--- config.mk ---
export PLATFORM = sky130hd
export DESIGN_NAME = tybec_axis_fork
export DESIGN_NICKNAME = d
export VERILOG_FILES = /design/src/rtl/tybec_axis_pkg.sv /design/src/rtl/tybec_sync_fifo.sv /design/src/rtl/tybec_axis_fork.sv
export SDC_FILE = /design/constraint.sdc
export NUM_CORES = 1
export LEC_CHECK = 0
export CORE_ASPECT_RATIO = 1.4
export CORE_UTILIZATION = 52
export DETAILED_ROUTE_END_ITERATION = 12
export GPL_ROUTABILITY_DRIVEN = 0
export PLACE_DENSITY = 0.8
export SYNTH_ARGS = -nofsm -noshare
export SYNTH_HDL_FRONTEND = slang
export SYNTH_HIERARCHICAL = 1
export SYNTH_SLANG_ARGS = --single-unit
--- constraint.sdc ---
create_clock -name aclk -period 2.4 [get_ports aclk]
set_input_delay 0.48 -clock aclk [delete_from_list [all_inputs] [get_ports aclk]]
set_output_delay 0.48 -clock aclk [all_outputs]
set_load 0.005 [all_outputs]
--- src/rtl/tybec_axis_pkg.sv ---
// Shared definitions for the TyBEC AXI-stream adapters.
//   TY_GVECT      : vectorisation factor of the generated `main` pipeline.
//   TY_DATA_WIDTH : width of one packed vector word (32 bits per lane).
//   ty_word_t     : one packed vector word at the default width.
//   ty_ptr_width  : index width for a table of `depth` entries (never below 1).
package tybec_axis_pkg;

  localparam int unsigned TY_GVECT      = 1;
  localparam int unsigned TY_DATA_WIDTH = 32 * TY_GVECT;

  typedef logic [TY_DATA_WIDTH-1:0] ty_word_t;

  function automatic int unsigned ty_ptr_width(input int unsigned depth);
    return (depth > 1) ? $clog2(depth) : 1;
  endfunction

endpackage

--- src/rtl/tybec_sync_fifo.sv ---
// Single-clock FIFO with a registered write-ready.
// Ports:
//   clk_i, rst_ni : clock, asynchronous active-low reset
//   wvalid_i      : write request; accepted only while wready_o is high
//   wdata_i       : write data
//   wready_o      : registered "not full after this cycle"; low in reset
//   pop_i         : consume the head entry (ignored while empty)
//   rdata_o       : head entry (storage at the read pointer)
//   count_o       : current occupancy, 0..Depth
// Depth must be a power of two, at least 2, so the pointers wrap naturally.
module tybec_sync_fifo
  import tybec_axis_pkg::*;
#(
  parameter int unsigned Width = TY_DATA_WIDTH,
  parameter int unsigned Depth = 4
) (
  input  logic                     clk_i,
  input  logic                     rst_ni,
  input  logic                     wvalid_i,
  input  logic [Width-1:0]         wdata_i,
  output logic                     wready_o,
  input  logic                     pop_i,
  output logic [Width-1:0]         rdata_o,
  output logic [$clog2(Depth):0]   count_o
);

  localparam int unsigned PtrW = ty_ptr_width(Depth);
  localparam int unsigned CntW = $clog2(Depth) + 1;

  logic [Width-1:0] mem_q [Depth];

  logic [PtrW-1:0] wr_ptr_q, wr_ptr_d;
  logic [PtrW-1:0] rd_ptr_q, rd_ptr_d;
  logic [CntW-1:0] count_q, count_d;
  logic            wready_q, wready_d;

  logic push;
  logic pop;

  // Registered ready bounds occupancy: a push is only possible when the
  // previous cycle already guaranteed a free slot.
  assign push = wvalid_i & wready_q;
  assign pop  = pop_i & (count_q != '0);

  always_comb begin
    wr_ptr_d = wr_ptr_q;
    rd_ptr_d = rd_ptr_q;
    count_d  = count_q;
    if (push) begin
      wr_ptr_d = wr_ptr_q + PtrW'(1);
    end
    if (pop) begin
      rd_ptr_d = rd_ptr_q + PtrW'(1);
    end
    unique case ({push, pop})
      2'b10:   count_d = count_q + CntW'(1);
      2'b01:   count_d = count_q - CntW'(1);
      default: count_d = count_q;
    endcase
    wready_d = (count_d < CntW'(Depth));
  end

  always_ff @(posedge clk_i or negedge rst_ni) begin
    if (!rst_ni) begin
      wr_ptr_q <= '0;
      rd_ptr_q <= '0;
      count_q  <= '0;
      wready_q <= 1'b0;
    end else begin
      wr_ptr_q <= wr_ptr_d;
      rd_ptr_q <= rd_ptr_d;
      count_q  <= count_d;
      wready_q <= wready_d;
    end
  end

  // Storage is deliberately not reset; count gates every use of it.
  always_ff @(posedge clk_i) begin
    if (push) begin
      mem_q[wr_ptr_q] <= wdata_i;
    end
  end

  assign wready_o = wready_q;
  assign rdata_o  = mem_q[rd_ptr_q];
  assign count_o  = count_q;

endmodule

--- src/rtl/tybec_axis_fork.sv ---
// Output-side adapter: buffers the single `main` result stream and broadcasts
// every word to C_NUM_CHANNELS independent AXI-stream master channels.
// Ports:
//   aclk, aresetn : clock, asynchronous active-low reset
//   ivalid, idata : result word from `main`
//   iready        : registered back-pressure to `main` (its oready)
//   m_tvalid      : per-channel valid; drops once that channel took the head
//   m_tdata       : per-channel data, all carrying the FIFO head word
//   m_tready      : per-channel ready
//   m_tlast       : per-channel end-of-packet, only with TY_AXIS_FORK_TLAST_EN
// Optional feature macro: TY_AXIS_FORK_TLAST_EN adds m_tlast and per-channel
// packet counters of C_PKT_LEN words.
module tybec_axis_fork
  import tybec_axis_pkg::*;
#(
  parameter int unsigned C_DATA_WIDTH   = TY_DATA_WIDTH,
  parameter int unsigned C_NUM_CHANNELS = 2,
  parameter int unsigned C_DEPTH        = 4,
  parameter int unsigned C_PKT_LEN      = 256
) (
  input  logic                                         aclk,
  input  logic                                         aresetn,
  input  logic                                         ivalid,
  input  logic [C_DATA_WIDTH-1:0]                      idata,
  output logic                                         iready,
  output logic [C_NUM_CHANNELS-1:0]                    m_tvalid,
  output logic [C_NUM_CHANNELS-1:0][C_DATA_WIDTH-1:0]  m_tdata,
  input  logic [C_NUM_CHANNELS-1:0]                    m_tready
`ifdef TY_AXIS_FORK_TLAST_EN
  ,
  output logic [C_NUM_CHANNELS-1:0]                    m_tlast
`endif
);

  logic [C_DATA_WIDTH-1:0]    head_data;
  logic [$clog2(C_DEPTH):0]   fifo_count;
  logic                       fifo_nonempty;

  logic [C_NUM_CHANNELS-1:0]  done_q, done_d;
  logic [C_NUM_CHANNELS-1:0]  acc;
  logic                       pop;

  tybec_sync_fifo #(
    .Width (C_DATA_WIDTH),
    .Depth (C_DEPTH)
  ) u_fifo (
    .clk_i    (aclk),
    .rst_ni   (aresetn),
    .wvalid_i (ivalid),
    .wdata_i  (idata),
    .wready_o (iready),
    .pop_i    (pop),
    .rdata_o  (head_data),
    .count_o  (fifo_count)
  );

  assign fifo_nonempty = (fifo_count != '0);

  // m_tvalid depends only on state, never on m_tready. The head word only
  // leaves once every channel has either taken it earlier (done) or takes it
  // now (acc), so slow channels never cause a fast channel to miss a word.
  always_comb begin
    m_tvalid = {C_NUM_CHANNELS{fifo_nonempty}} & ~done_q;
    acc      = m_tvalid & m_tready;
    pop      = fifo_nonempty & (&(done_q | acc));
    done_d   = pop ? '0 : (done_q | acc);
    for (int c = 0; c < int'(C_NUM_CHANNELS); c++) begin
      m_tdata[c] = head_data;
    end
  end

  always_ff @(posedge aclk or negedge aresetn) begin
    if (!aresetn) begin
      done_q <= '0;
    end else begin
      done_q <= done_d;
    end
  end

`ifdef TY_AXIS_FORK_TLAST_EN
  localparam int unsigned PktW = ty_ptr_width(C_PKT_LEN);
  localparam logic [PktW-1:0] PktLast = PktW'(C_PKT_LEN - 1);

  logic [C_NUM_CHANNELS-1:0][PktW-1:0] pkt_cnt_q, pkt_cnt_d;

  // Each channel counts its own accepted words, so tlast tracks that
  // channel's view of the packet even when channels run out of step.
  always_comb begin
    for (int c = 0; c < int'(C_NUM_CHANNELS); c++) begin
      pkt_cnt_d[c] = pkt_cnt_q[c];
      if (acc[c]) begin
        pkt_cnt_d[c] = (pkt_cnt_q[c] == PktLast) ? '0 : pkt_cnt_q[c] + PktW'(1);
      end
      m_tlast[c] = m_tvalid[c] & (pkt_cnt_q[c] == PktLast);
    end
  end

  always_ff @(posedge aclk or negedge aresetn) begin
    if (!aresetn) begin
      pkt_cnt_q <= '0;
    end else begin
      pkt_cnt_q <= pkt_cnt_d;
    end
  end
`endif

endmodule

== Word-level counts from Yosys, hierarchy flattened ==
Memory sizes are Yosys's and may differ from the RTL's.
Index checks and enable logic that the tools add are counted.
Storage, ports and cells
  word-level logic and storage cells: 26
  input port bits: 37
  latch bits: 0
  memory bits (writable): 128
  memories kept: 1
  memory bits (read-only): 0
  flip-flop bits (word level): 10
Operators by class
  bitwise gates (word level): 7
  shift-type cells: 0
  mux-type cells: 4
  $mul: 0
  div/mod/pow operators: 0
  add/sub/neg operators: 4
  reductions and logical operators: 2
  eq/ne operators: 2
  $lt $le $gt $ge: 1
Memory list
  u_fifo.mem_q: words 4, bits a word 32, rd ports 1, clocked after Yosys merged registers in 0, write ports 1, line tybec_sync_fifo.sv:30  | logic [Width-1:0] mem_q [Depth];
Operators by type and width (number)
  one-hot mux 3 bit (2 select lines): 1
  adder 2 x 1 -> 2 bit, second input constant: 2
  bitwise AND 2 bit: 2
  adder 3 x 1 -> 3 bit, second input constant: 1
  bitwise AND 1 bit: 3
  less-than comparator 3 bit, second input constant: 1
  nonzero test 3 bit: 1
  subtractor 3 x 1 -> 3 bit, second input constant: 1
  equality test 2 x 1 -> 1 bit, second input constant: 1
  equality test 2 bit, second input constant: 1
  2-to-1 mux 1 bit: 2
  2-to-1 mux 2 bit: 1
  inverter 2 bit: 1
  bitwise OR 2 bit: 1
  AND reduction 2 bit: 1

== Logic depth before layout (Yosys ltp) ==
  depth after elaboration: 10
  gate-level depth with buffers: 8
  depth with buffers taken out: 8

== Cells and area by module ==
Netlist, hierarchy kept.
By module, submodules not included
  tybec_sync_fifo: area an instance 5093.6 sq um, sequential area each 4043.9 sq um, cells each 202, instances 1
  tybec_axis_fork: area an instance 355.3 sq um, sequential area each 50.0 sq um, cells each 44, instances 1

== Worst setup path after synthesis ==
OpenSTA, ideal clock, no wires.
  path kind: register to register
  from: register u_fifo.count_q[1] (netlist: u_fifo/count_o[1])
  to: register with a tool-made name
  stages on the path, launching flop included: 8
  slack: 301 ps
  buffers on the path: 0
  library setup time: 79 ps
  data arrival time: 2020 ps
  path through: dfrtp_1 > or3_1 > and2_1 > ha_1 > fa_1 > xnor2_1 > nor2_1 > xor2_1
RTL lines
  start, declared: line tybec_sync_fifo.sv:34  | logic [CntW-1:0] count_q, count_d;
  start signal, assigned: line tybec_sync_fifo.sv:72  | count_q <= count_d;

==> flow_summary.json <==
{
  "synth_top_family_by_area": "multiplexers",
  "grt_pass1_wl_um": 14400,
  "slew_viol_final": 0,
  "via_per_inst": 5.26,
  "die_x_um": 88.5,
  "synth_edf_count": 128,
  "fmax_mhz": 427,
  "hold_class": "primary input to async pin",
  "cts_buffer_depth": 2,
  "fillers": 639,
  "syn_area_um2": 5450,
  "seq_area_um2": 4100,
  "synth_top_area_share": 0.705,
  "first_global_vias": 2737,
  "crit_buf_inv": 3,
  "leakage_uw": 0.00254,
  "chipHeight_um": 123,
  "grt_max_degree": 27,
  "finalInstanceArea_um2": 7010,
  "finalHoldViolations": 0,
  "rsz0062_at_grt": "no",
  "synth_async_sr_flop_share": 0.0725,
  "synth_xor_area_frac": 0.0113,
  "cp.required_ns": 1.92,
  "setup_tns_ns": 0,
  "cts_tree": "done",
  "ant_nets": 0,
  "relSlewSlack": 0.695,
  "cp_max_fo": 6,
  "yosysSeqAreaShare": 0.751,
  "io_pins": 104,
  "postCtsHoldBufs": 0,
  "final_cell_mix": "edfxtp_1 (128), clkdlybuf4s50_1 (39), mux4_2 (32)",
  "num_vias": 2618,
  "totalWireLength_um": 9530,
  "clk_pin_slew_worst_paths_ns": 0.06,
  "routedWlPerCell_um": 19.1,
  "drt-pass1-iter-count": 4,
  "layout-drive-gt1-share": 0.336,
  "layout_commonest_cell": "edfxtp_1",
  "switching_power_uw": 2350,
  "slowest_stage": "mux4_2",
  "yosys.area.top_type": "edfxtp_1",
  "h-tree-depth": 4,
  "placed_cell_area_um2": 6480,
  "start_util": 0.542,
  "critPathCaptureType": "primary output",
  "dp.cells": 460,
  "synth-seq-cells": 138,
  "synth_nets": 289,
  "seq_power_share": 0.367,
  "power_frac_clock": 0.290,
  "overflow": 0,
  "antennaDiodeCount": 0,
  "syn_area_per_cell_um2": 22.2,
  "dieArea_um2": 10900,
  "cts_root_buf": "clkbuf_16",
  "synthFlopType": "edfxtp_1",
  "groute.usage.overall": 0.194,
  "dp_hpwl_um": 5920,
  "internal_power_uw": 6490,
  "path_class": "flip-flop to primary output",
  "cts_sinks": 138,
  "cts_buffers": 17,
  "power_per_cell_area_nw_per_um2": 1260,
  "cp.arrival_ns": 1.86,
  "syn_inst": 246,
  "path_cells": "buf_12 -> buf_12 -> mux4_2 -> dlygate4sd2_1",
  "cpPeakStageDelay_ns": 0.52,
  "synth_compound_area_frac": 0.00643,
  "power.total_uw": 8840,
  "finalSetupViolations": 0,
  "io_buffers": 103,
  "muxShareOfSynthArea": 0.139,
  "final_cells": 498,
  "syn_to_final_growth_pct": 28.6,
  "worstMarginPinSlew_ns": 0.456,
  "cpMostUsedCell": "buf_12",
  "rows": 43,
  "min_period_ns": 2.34,
  "ir_drop_mv": 0.758,
  "antenna_found_initial": 0,
  "clk_latency_ns": 0.41,
  "drtIter0Drc": 138,
  "p_comb_frac": 0.343,
  "fin_nets": 393,
  "finalCritPeriodShare": 0.976,
  "synthSimpleGateAreaFrac": 0.0147,
  "critical-path-top-delay-family": "buffers and inverters",
  "multi_input_area_um2": 1010,
  "synth-warning-count": 6,
  "synth_cell_types": 25,
  "core_area_um2": 10100,
  "switching_share": 0.265,
  "drc": 0,
  "synth_area_leaders": "edfxtp_1 (71%), mux4_2 (12%), dfrtp_1 (4.6%), buf_4 (4.4%), mux4_1 (1.9%)",
  "cp-start-kind": "flip-flop",
  "whs_ns": 0.386,
  "status": "finished, final reports clean",
  "maxCapViolations": 0,
  "fin_skew_ns": 0.00954,
  "synthAdderAreaFrac": 0.0152
}
logic make-up after synthesis:
logic type,Yosys count
DFF,138
buffers and inverters,42
muxes,34
and+or+nand+nor,15
xor gates and xnor gates,7
adders and majority gates,6
AOI/OAI and AO/OA,4
final timing paths:
check,slack (ns),from,endpoint,cells after the start
worst max-delay path,0.06,u_fifo/rd_ptr_q[0],m_tdata[23],4
worst min-delay path,0.39,aresetn,u_fifo/count_o[0],1
worst max register to register,0.21,u_fifo/count_o[1],flip-flop,7
worst min register to register,0.52,done_q[0],done_q[0],1
max in group asynchronous,1.68,aresetn,u_fifo/rd_ptr_q[0],1
min in group aclk,0.52,done_q[0],done_q[0],1
power by group through the flow:
stage	registers [uW]	clock network, uW	logic [uW]
2_1_floorplan	3240	0	2010
3_5_place_dp	3300	0	3360
3_3_place_gp	3270	0	3300
5_1_grt	3280	2720	3280
6_report	3240	2560	3030
4_1_cts	3250	2600	3230
worst register-to-register path, cell delays in order (launching register included):
cell and delay [ns]:
dfrtp_1 0.45, or3_1 0.41, and2_1 0.18, ha_1 0.22, fa_1 0.38, xnor2_1 0.14
nor2_1 0.18, xor2_1 0.16
area by class of cell:
class,count,share of cell area
clock buffer,29,0.0850
inverter,2,0.00107
multi-input combinational,66,0.144
timing repair buffer,125,0.159
tap,135,0.0241
sequential,138,0.584
clock inverter,3,0.00232
registers in the layout, summed over array words and instances, names as in the netlist, named ones only:
signal and cells:
u_fifo/wr_ptr_q 2, done_q 2, u_fifo/rd_ptr_q 2, u_fifo/count_o 2, u_fifo/mem_q 128, u_fifo/wready_o 1
Yosys cell counts (all sizes together), types with 2 or more instances:
library cell and count:
nor3 2, dfrtp 10, mux2 2, edfxtp 128, ha 5, xnor2 5
nor2 5, buf 39, xor2 2, and3 4, o22a 2, mux4 32
o31a 2, inv 2
routing by layer:
layer  track usage  vias to the layer above  share of wire
met1         0.217                     1348           0.37
met2         0.333                       82           0.56
met3        0.0694                       16          0.054
met5             0                        -              0
met4        0.0817                        0          0.014
li1              -                     1172              -
through the flow:
stage                      util  setup slack [ns]
after floorplan               -             0.301
after global placement    0.644            0.0160
after detailed placement  0.644           -0.0498
final                     0.697            0.0579
after CTS                 0.709           -0.0643
after global routing      0.697           0.00457
what timing repair did:
item                       in CTS  in global routing
pin swaps                       0                  0
cloned                          2                  0
gates resized for setup       117                 29
setup endpoints to repair      64                 27
buffers inserted                4                  0
(Power assumes the default switching activity.)
